==> config.mk <==
export PLATFORM = sky130hd
export DESIGN_NAME = uart_controller
export DESIGN_NICKNAME = d
export VERILOG_FILES = /design/src/rtl/uart_controller_pkg.sv /design/src/rtl/uart_rx_fifo.sv /design/src/rtl/uart_controller.sv
export SDC_FILE = /design/constraint.sdc
export NUM_CORES = 1
export LEC_CHECK = 0
export BUFFER_PORTS_ARGS = -buffer_cell sky130_fd_sc_hd__clkbuf_2
export CAP_MARGIN = 5
export CORE_UTILIZATION = 38
export DETAILED_ROUTE_END_ITERATION = 8
export GPL_ROUTABILITY_DRIVEN = 0
export GPL_TIMING_DRIVEN = 0
export PLACE_DENSITY = 0.75
export SLEW_MARGIN = 40
export SYNTH_ARGS = -nofsm -noshare
export SYNTH_HDL_FRONTEND = slang
export SYNTH_HIERARCHICAL = 1
export SYNTH_SLANG_ARGS = --single-unit
==> constraint.sdc <==
create_clock -name clk -period 1.71 [get_ports clk]
set_clock_uncertainty 0.05 [all_clocks]
set_input_delay 0 -clock clk [delete_from_list [all_inputs] [get_ports clk]]
set_output_delay 0 -clock clk [all_outputs]
set_load 0.02 [all_outputs]
==> src/rtl/uart_controller_pkg.sv <==
// Shared definitions for the UART controller: register addresses, CON bit
// positions, TX handshake state encoding and the baud divisor helper.
package uart_controller_pkg;

    localparam logic [31:0] ADDR_TXD = 32'h4000_0018;
    localparam logic [31:0] ADDR_RXD = 32'h4000_001C;
    localparam logic [31:0] ADDR_CON = 32'h4000_0020;

    localparam int CON_TX_EN    = 0;
    localparam int CON_RX_EN    = 1;
    localparam int CON_TX_DONE  = 2;
    localparam int CON_RX_READY = 3;
    localparam int CON_TX_BUSY  = 4;
    localparam int CON_OVERRUN  = 5;

    localparam int RX_FIFO_DEPTH = 4;

    typedef enum logic [1:0] {
        TX_IDLE  = 2'd0,
        TX_START = 2'd1,
        TX_WAIT  = 2'd2
    } tx_state_e;

    function automatic int baud_div(input int clk_hz, input int baud);
        return clk_hz / (baud * 32'sd16);
    endfunction

endpackage

==> src/rtl/uart_rx_fifo.sv <==
// Small synchronous FIFO holding received bytes; a push while full is dropped
// and a pop while empty is ignored, so the caller only has to flag overrun.
module uart_rx_fifo #(
    parameter int DEPTH = 4,
    parameter int WIDTH = 8
) (
    input  logic             clk_i,
    input  logic             rst_ni,
    input  logic             push_i,
    input  logic             pop_i,
    input  logic [WIDTH-1:0] data_i,
    output logic [WIDTH-1:0] data_o,
    output logic             empty_o,
    output logic             full_o
);

    localparam int PW   = (DEPTH > 1) ? $clog2(DEPTH) : 1;
    localparam int CNTW = $clog2(DEPTH + 1);
    localparam logic [PW-1:0]   PTR_LAST = PW'(DEPTH - 1);
    localparam logic [CNTW-1:0] CNT_FULL = CNTW'(DEPTH);
    localparam logic [CNTW-1:0] CNT_ZERO = CNTW'(0);

    logic [WIDTH-1:0] mem_q [DEPTH];
    logic [PW-1:0]    wr_ptr_q, wr_ptr_d, rd_ptr_q, rd_ptr_d;
    logic [CNTW-1:0]  count_q, count_d;
    logic             do_push_s, do_pop_s;

    // Pointer and occupancy next-state; simultaneous push and pop keep the count.
    always_comb begin
        do_push_s = push_i & (count_q != CNT_FULL);
        do_pop_s  = pop_i & (count_q != CNT_ZERO);
        wr_ptr_d  = wr_ptr_q;
        rd_ptr_d  = rd_ptr_q;
        count_d   = count_q;
        if (do_push_s) begin
            wr_ptr_d = (wr_ptr_q == PTR_LAST) ? PW'(0) : wr_ptr_q + PW'(1);
        end else begin
            wr_ptr_d = wr_ptr_q;
        end
        if (do_pop_s) begin
            rd_ptr_d = (rd_ptr_q == PTR_LAST) ? PW'(0) : rd_ptr_q + PW'(1);
        end else begin
            rd_ptr_d = rd_ptr_q;
        end
        case ({do_push_s, do_pop_s})
            2'b10:   count_d = count_q + CNTW'(1);
            2'b01:   count_d = count_q - CNTW'(1);
            default: count_d = count_q;
        endcase
    end

    // Pointer and count registers.
    always_ff @(posedge clk_i or negedge rst_ni) begin
        if (!rst_ni) begin
            wr_ptr_q <= PW'(0);
            rd_ptr_q <= PW'(0);
            count_q  <= CNT_ZERO;
        end else begin
            wr_ptr_q <= wr_ptr_d;
            rd_ptr_q <= rd_ptr_d;
            count_q  <= count_d;
        end
    end

    // Storage array; contents are meaningless while the count says empty.
    always_ff @(posedge clk_i) begin
        if (do_push_s) begin
            mem_q[wr_ptr_q] <= data_i;
        end
    end

    assign data_o  = mem_q[rd_ptr_q];
    assign empty_o = (count_q == CNT_ZERO);
    assign full_o  = (count_q == CNT_FULL);

endmodule

==> src/rtl/uart_controller.sv <==
// Memory-mapped UART controller: baud tick generator, TX start/busy handshake
// and RX byte storage. Define UART_RX_FIFO_EN for a 4-deep RX FIFO instead of
// the single holding register.
module uart_controller
    import uart_controller_pkg::*;
#(
    parameter int CLK_HZ = 50000000,
    parameter int BAUD   = 9600
) (
    input  logic        clk,
    input  logic        reset,
    input  logic [31:0] addr,
    input  logic [31:0] wdata,
    input  logic        rd,
    input  logic        wr,
    output logic [31:0] rdata,
    output logic        baud_tick,
    output logic        rx_en,
    output logic        tx_en,
    input  logic [7:0]  rx_data,
    input  logic        rx_status,
    output logic [7:0]  tx_data,
    output logic        tx_start,
    input  logic        tx_status,
    output logic        irq
);

    localparam int DIV = baud_div(CLK_HZ, BAUD);
    localparam int CW  = (DIV > 1) ? $clog2(DIV) : 1;
    localparam logic [CW-1:0] CNT_LAST = CW'(DIV - 1);

    logic [CW-1:0] baud_cnt_q;
    logic          baud_tick_q;
    logic [2:0]    rx_sync_q;
    logic [1:0]    tx_sync_q;
    logic [1:0]    con_q, con_d;
    logic          tx_done_q, tx_done_d, overrun_q, overrun_d;
    tx_state_e     state_q, state_d;
    logic [7:0]    tx_data_q, tx_data_d;
    logic          tx_start_q;
    logic          rd_con_s, rd_rxd_s, wr_con_s, wr_txd_s;
    logic          capture_s, tx_ack_s, tx_busy_s, tx_done_set_s;
    logic          rx_ready_s, rx_drop_s;
    logic [7:0]    rx_head_s;
    logic          unused_wdata_s;

    assign unused_wdata_s = ^wdata[31:8];
    assign rd_con_s  = rd & (addr == ADDR_CON);
    assign rd_rxd_s  = rd & (addr == ADDR_RXD);
    assign wr_con_s  = wr & (addr == ADDR_CON);
    assign wr_txd_s  = wr & (addr == ADDR_TXD);
    // Edge detect on the synchronized receiver flag, not the raw input.
    assign capture_s = rx_sync_q[1] & ~rx_sync_q[2] & con_q[CON_RX_EN];
    assign tx_ack_s  = tx_sync_q[1];
    assign tx_busy_s = (state_q != TX_IDLE);

`ifdef UART_RX_FIFO_EN
    logic fifo_empty_s, fifo_full_s;

    uart_rx_fifo #(.DEPTH(RX_FIFO_DEPTH), .WIDTH(8)) u_rx_fifo (
        .clk_i   (clk),
        .rst_ni  (reset),
        .push_i  (capture_s),
        .pop_i   (rd_rxd_s),
        .data_i  (rx_data),
        .data_o  (rx_head_s),
        .empty_o (fifo_empty_s),
        .full_o  (fifo_full_s)
    );

    assign rx_ready_s = ~fifo_empty_s;
    assign rx_drop_s  = capture_s & fifo_full_s;
`else
    logic [7:0] rx_byte_q, rx_byte_d;
    logic       rx_ready_q, rx_ready_d;

    // A capture beats a same-cycle read, so the flag stays set for the new byte.
    always_comb begin
        rx_byte_d  = rx_byte_q;
        rx_ready_d = rx_ready_q;
        if (capture_s) begin
            rx_byte_d  = rx_data;
            rx_ready_d = 1'b1;
        end else if (rd_rxd_s) begin
            rx_ready_d = 1'b0;
        end else begin
            rx_ready_d = rx_ready_q;
        end
    end

    // Holding register state.
    always_ff @(posedge clk or negedge reset) begin
        if (!reset) begin
            rx_byte_q  <= 8'h00;
            rx_ready_q <= 1'b0;
        end else begin
            rx_byte_q  <= rx_byte_d;
            rx_ready_q <= rx_ready_d;
        end
    end

    assign rx_head_s  = rx_byte_q;
    assign rx_ready_s = rx_ready_q;
    assign rx_drop_s  = capture_s & rx_ready_q & ~rd_rxd_s;
`endif

    // TX handshake: request until the transmitter reports busy, done when it drops.
    always_comb begin
        state_d       = state_q;
        tx_data_d     = tx_data_q;
        tx_done_set_s = 1'b0;
        case (state_q)
            TX_IDLE: begin
                if (wr_txd_s && con_q[CON_TX_EN]) begin
                    state_d   = TX_START;
                    tx_data_d = wdata[7:0];
                end else begin
                    state_d = TX_IDLE;
                end
            end
            TX_START: begin
                if (tx_ack_s) begin
                    state_d = TX_WAIT;
                end else begin
                    state_d = TX_START;
                end
            end
            TX_WAIT: begin
                if (!tx_ack_s) begin
                    state_d       = TX_IDLE;
                    tx_done_set_s = 1'b1;
                end else begin
                    state_d = TX_WAIT;
                end
            end
            default: state_d = TX_IDLE;
        endcase
    end

    // Control bits and sticky flags; a set in the same cycle as a CON read wins.
    always_comb begin
        con_d     = wr_con_s ? wdata[1:0] : con_q;
        tx_done_d = tx_done_q;
        overrun_d = overrun_q;
        if (tx_done_set_s) begin
            tx_done_d = 1'b1;
        end else if (rd_con_s) begin
            tx_done_d = 1'b0;
        end else begin
            tx_done_d = tx_done_q;
        end
        if (rx_drop_s) begin
            overrun_d = 1'b1;
        end else if (rd_con_s) begin
            overrun_d = 1'b0;
        end else begin
            overrun_d = overrun_q;
        end
    end

    // All controller state, including baud divider and synchronizers.
    always_ff @(posedge clk or negedge reset) begin
        if (!reset) begin
            baud_cnt_q  <= CW'(0);
            baud_tick_q <= 1'b0;
            rx_sync_q   <= 3'b000;
            tx_sync_q   <= 2'b00;
            con_q       <= 2'b00;
            tx_done_q   <= 1'b0;
            overrun_q   <= 1'b0;
            state_q     <= TX_IDLE;
            tx_data_q   <= 8'h00;
            tx_start_q  <= 1'b0;
        end else begin
            baud_cnt_q  <= (baud_cnt_q == CNT_LAST) ? CW'(0) : baud_cnt_q + CW'(1);
            baud_tick_q <= (baud_cnt_q == CNT_LAST);
            rx_sync_q   <= {rx_sync_q[1:0], rx_status};
            tx_sync_q   <= {tx_sync_q[0], tx_status};
            con_q       <= con_d;
            tx_done_q   <= tx_done_d;
            overrun_q   <= overrun_d;
            state_q     <= state_d;
            tx_data_q   <= tx_data_d;
            tx_start_q  <= (state_d == TX_START);
        end
    end

    // Bus read mux.
    always_comb begin
        rdata = 32'h0000_0000;
        case (addr)
            ADDR_RXD: rdata = {24'h00_0000, rx_head_s};
            ADDR_CON: rdata = {26'h000_0000, overrun_q, tx_busy_s, rx_ready_s, tx_done_q, con_q};
            default:  rdata = 32'h0000_0000;
        endcase
    end

    assign baud_tick = baud_tick_q;
    assign tx_en     = con_q[CON_TX_EN];
    assign rx_en     = con_q[CON_RX_EN];
    assign tx_data   = tx_data_q;
    assign tx_start  = tx_start_q;
    assign irq       = rx_ready_s | tx_done_q;

endmodule
-- Word level (Yosys, flattened, before mapping)
Cells that the tools add are included.
- input bits: 78
- flip-flop bits (word level): 39
- logic and storage cells: 51
- add/sub/neg operators: 1
- mux-type cells: 13
- equal/unequal tests: 7
- reduce and logical (&&, ||, !) cells: 7
- bitwise gates (word level): 11
- operator list (operator ; number):
    $eq 32x31->1 const B ; 3
    $pmux 8 s2 ; 1
    $add 9x1->9 const B ; 1
    $eq 9x9->1 const B ; 1
    $mux 9 ; 1
    $and 1x1->1 ; 8
    $mux 1 ; 8
    $reduce_bool 2->1 ; 4
    $pmux 2 s3 ; 1
    $eq 2x1->1 const B ; 2
    $mux 2 ; 2
    $eq 2x2->1 const B ; 1
    $logic_not 2->1 ; 1
    $not 1->1 ; 2
    $reduce_and 2->1 ; 1
    $logic_and 1x1->1 ; 1
    $or 1x1->1 ; 1

-- Logic depth before layout (Yosys ltp)
- depth in word-level cells: 6
- depth in mapped cells: 5
- gate-level depth less buffers: 5

-- Worst setup path after synthesis
No wires, ideal clock.
- kind: reg2reg
- from: register state_q[0]
- to: register tx_data_q[0], in the netlist tx_data[0]
- cell stages (with the launch flop): 5
- data required time: 1535 ps
- arrival: 1479 ps
- slack: 56 ps
- cell sequence: dfrtp_1 nor2_1 nand4_1 nor4_4 mux2_2
- word-level cells in the longest chain between the ends: 2
- RTL lines (what ; line ; source):
    start, declared ; uart_controller.sv:38 ; tx_state_e state_q, state_d;
    start signal, assigned ; uart_controller.sv:182 ; state_q <= state_d;
    $logic_not 2->1 ; uart_controller.sv:112 ; case (state_q)
    $reduce_and 2->1 (no source line) ; -- ;
    end signal, assigned ; uart_controller.sv:183 ; tx_data_q <= tx_data_d;
    end, declared ; uart_controller.sv:39 ; logic [7:0] tx_data_q, tx_data_d;
No other way between the ends.
A chain may end at the register's enable or synchronous reset.

-- Worst setup path in the final report
- from: input addr[17]
- to: output rdata[0]
- word-level cells in the longest chain between the ends: 2
- RTL lines (what ; line ; source):
    start, declared ; uart_controller.sv:12 ; input logic [31:0] addr,
    $eq 32x31->1 ; uart_controller.sv:191 ; case (addr)
    $pmux 8 s2 * ; uart_controller.sv:191 ;
    end, declared ; uart_controller.sv:16 ; output logic [31:0] rdata,
Mark *: on every way between the ends. The rest lies on a longest branch, timed or not.

==> run metrics <==
clk slew on worst S/H paths=70 ps; Synth Cell Area=0.00186 mm2; Synth top cells by count=39 x dfrtp_1, 24 x buf_4, 18 x mux2_2, 7 x nor2_1, 7 x nor4_1; status=complete, no violations; relative slew slack=65.0%; DR DRC count=0; initial antenna violation count=0; post-synth cell types=34; Final HPWL DP=3.04 mm; fin crit share=93.1%; syn avg cell area=12.0 um2; crit path max fanout=8; Top FF cell, synth=dfrtp_1; Die Area=about 0.0052 mm2; WHS=20.2 ps; final setup vio count=0; Routed Antenna Nets=0; first-pass GRT wire length=6.49 mm; cell count after synthesis=155; Pins Over Slew Limit=0; Initial Util=39.4%; width of the die=72.0 um; Storage cell area=~980 um2; hold path cells=4; DP Worst Slack=-415 ps; final wirelength=4.10 mm; most numerous cell in the Yosys netlist=dfrtp_1; Slew @ Worst Pin=525 ps; Crit Path Category=primary input to output port; P&R area growth vs syn=49.4%; Clock Root Buffer=clkbuf_8; max_cap viols=0; fillers=408; synth top area cells=dfrtp_1 52%, mux2_2 11%, buf_4 9.7%; asr flop ratio synth=100%; CTS buffer count=5; leakage power=1.46 nW; GRT overflow=0; WP data required=1660 ps; number of I/O pins=about 120; CP arrival=approximately 1500 ps; register area share after synthesis=~52%; clk sinks=39; average wire per standard cell=11.8 um; RSZ-0062 raised after global routing=false; 1st-iter DRT viols=31; Hold Fails Final Rpt=0; nets=360; Fmax=628 MHz; DIE HEIGHT=72.0 um; Ys Warns=6; CP startpoint kind=primary input; ANT cells=0; post-layout minimum cycle time=about 1600 ps; total track usage=approximately 17%; layout cells sized above 1=approximately half; detailed-route via count=1548; vias in the first global route=1485; Post-synth EDFFs=0; worst-case vdd ir drop=0.521 mV; Yosys top cell area share=52.5%; post-route insts no fill=348; R2R depth=5; total power draw=0.00195 W; Buffers on Ports=74; Pwr Density=701 mW/mm2; H-tree levels=2; num rows=25; type of destination of the critical path=output port; TritonRoute pass-1 iters=4; largest net degree at the start of global routing=40; Worst Hold Class=primary input to flop; Core Region=~0.0047 mm2; Yosys reg bits=39; Via-to-Cell Ratio=roughly 4.4; Multi-input gate area=about 810 um2; Yosys top cell by area=dfrtp_1; placed instance count=between 300 and 400; final worst slack=118 ps; CTS tree=yes; clk buf depth=2; clk_lat worst skew=280 ps
==> metrics by stage <==
stage          util, %  cell area (um2)  TNS, ps
3_3_place_gp      50.8             2400    -7270
4_1_cts           58.4             2760        0
5_1_grt           58.9             2780        0
6_report          58.9             2780        0
3_5_place_dp      51.1             2410    -4480
2_1_floorplan        -             1950        0
==> power breakdown <==
part / switching, W / leakage (nW) / internal [W]
logic: 0.000107 / 0.911 / 0.000120
registers: 0.00000705 / 0.490 / 0.000937
clock network: 0.000306 / 0.0612 / 0.000472
total: 0.000420 / 1.46 / 0.00153
==> layer usage <==
metal | wire length, um | vias up | track usage [%]
li1 | - | 755 | -
met1 | 1590 | 714 | 17.2
met2 | 2180 | 74 | 31.9
met3 | 287 | 5 | 5.42
met4 | 34 | 0 | 5.66
met5 | 0 | - | 0
==> flip-flops by register name (all words and copies together), names as in the netlist <==
register and count:
tx_done_q 1, rx_byte_q 8, tx_data 8, rx_sync_q 3
overrun_q 1, tx_sync_q 2, state_q 2, baud_tick 1
baud_cnt_q 9, rx_ready_q 1, con_q 2, tx_start 1
==> critical path: stages <==
cell and delay [ps]:
clkbuf_2 80, nor4_1 380, nand4_2 350, nor3_4 240
buf_4 180, a22o_1 150, clkbuf_2 160
==> worst paths after layout <==
kind	end	startpoint	slack, ps
max in group asynchronous	tx_sync_q[0]	reset	1060
hold / removal	overrun_q	rd	20
setup reg to reg	tx_data[1]	state_q[0]	130
hold reg to reg	tx_sync_q[1]	tx_sync_q[0]	300
min in group asynchronous	rx_byte_q[1]	reset	190
setup / recovery	rdata[0]	addr[17]	120
==> layout by cell type (no fill, tap or decap), drive strengths merged <==
master       instances
nor2                 7
o21ai                2
dfrtp               39
or2                  1
bufinv               1
and2                 3
nor4                 8
nand4b               1
nor2b                2
a22o                 5
a21o                 1
nor4b                2
dlygate4sd3         19
nand4                4
nand2b               3
buf                 26
nor3                 3
and3b                1
inv                  4
a21boi               1
nand2                3
xnor2                3
clkinv               1
nand3b               1
nand3                5
clkbuf              81
o21bai               2
o41ai                1
ha                   2
o31ai                2
xor2                 4
and3                 1
conb                24
mux2                18
==> final cells by class <==
| class | instances | area share [%] |
|---|---|---|
| Inverter | 4 | 0.540 |
| Tap cell | 67 | 3.02 |
| Clock buffer | 6 | 2.97 |
| Multi-Input combinational cell | 110 | 29.3 |
| Sequential cell | 39 | 35.1 |
| Buffer | 25 | 6.62 |
| Timing Repair Buffer | 95 | 21.2 |
| Clock inverter | 2 | 1.26 |
==> what timing repair did <==
| action | CTS | global route |
|---|---|---|
| pin swaps | 1 | 1 |
| hold endpoints to repair | 59 | 0 |
| hold buffers | 19 | 0 |
| buffers inserted | 1 | 1 |
| endpoints found under the setup margin | 16 | 16 |
| gates resized for setup | 3 | 2 |
==> cells by family (layout without fill, tap and decap cells) <==
kind of cell | after synthesis | after routing | synth area share, %
fa+ha+maj | 2 | 2 | 1.34
buf+inv | 29 | 132 | 10.7
flops | 39 | 39 | 52.5
simple gates | 45 | 45 | 15.3
mux | 18 | 18 | 10.9
compound gates | 14 | 14 | 5.78
other cells | 1 | 24 | 0.202
xor+xnor | 7 | 7 | 3.30
Power figures use the tool's default switching activity.
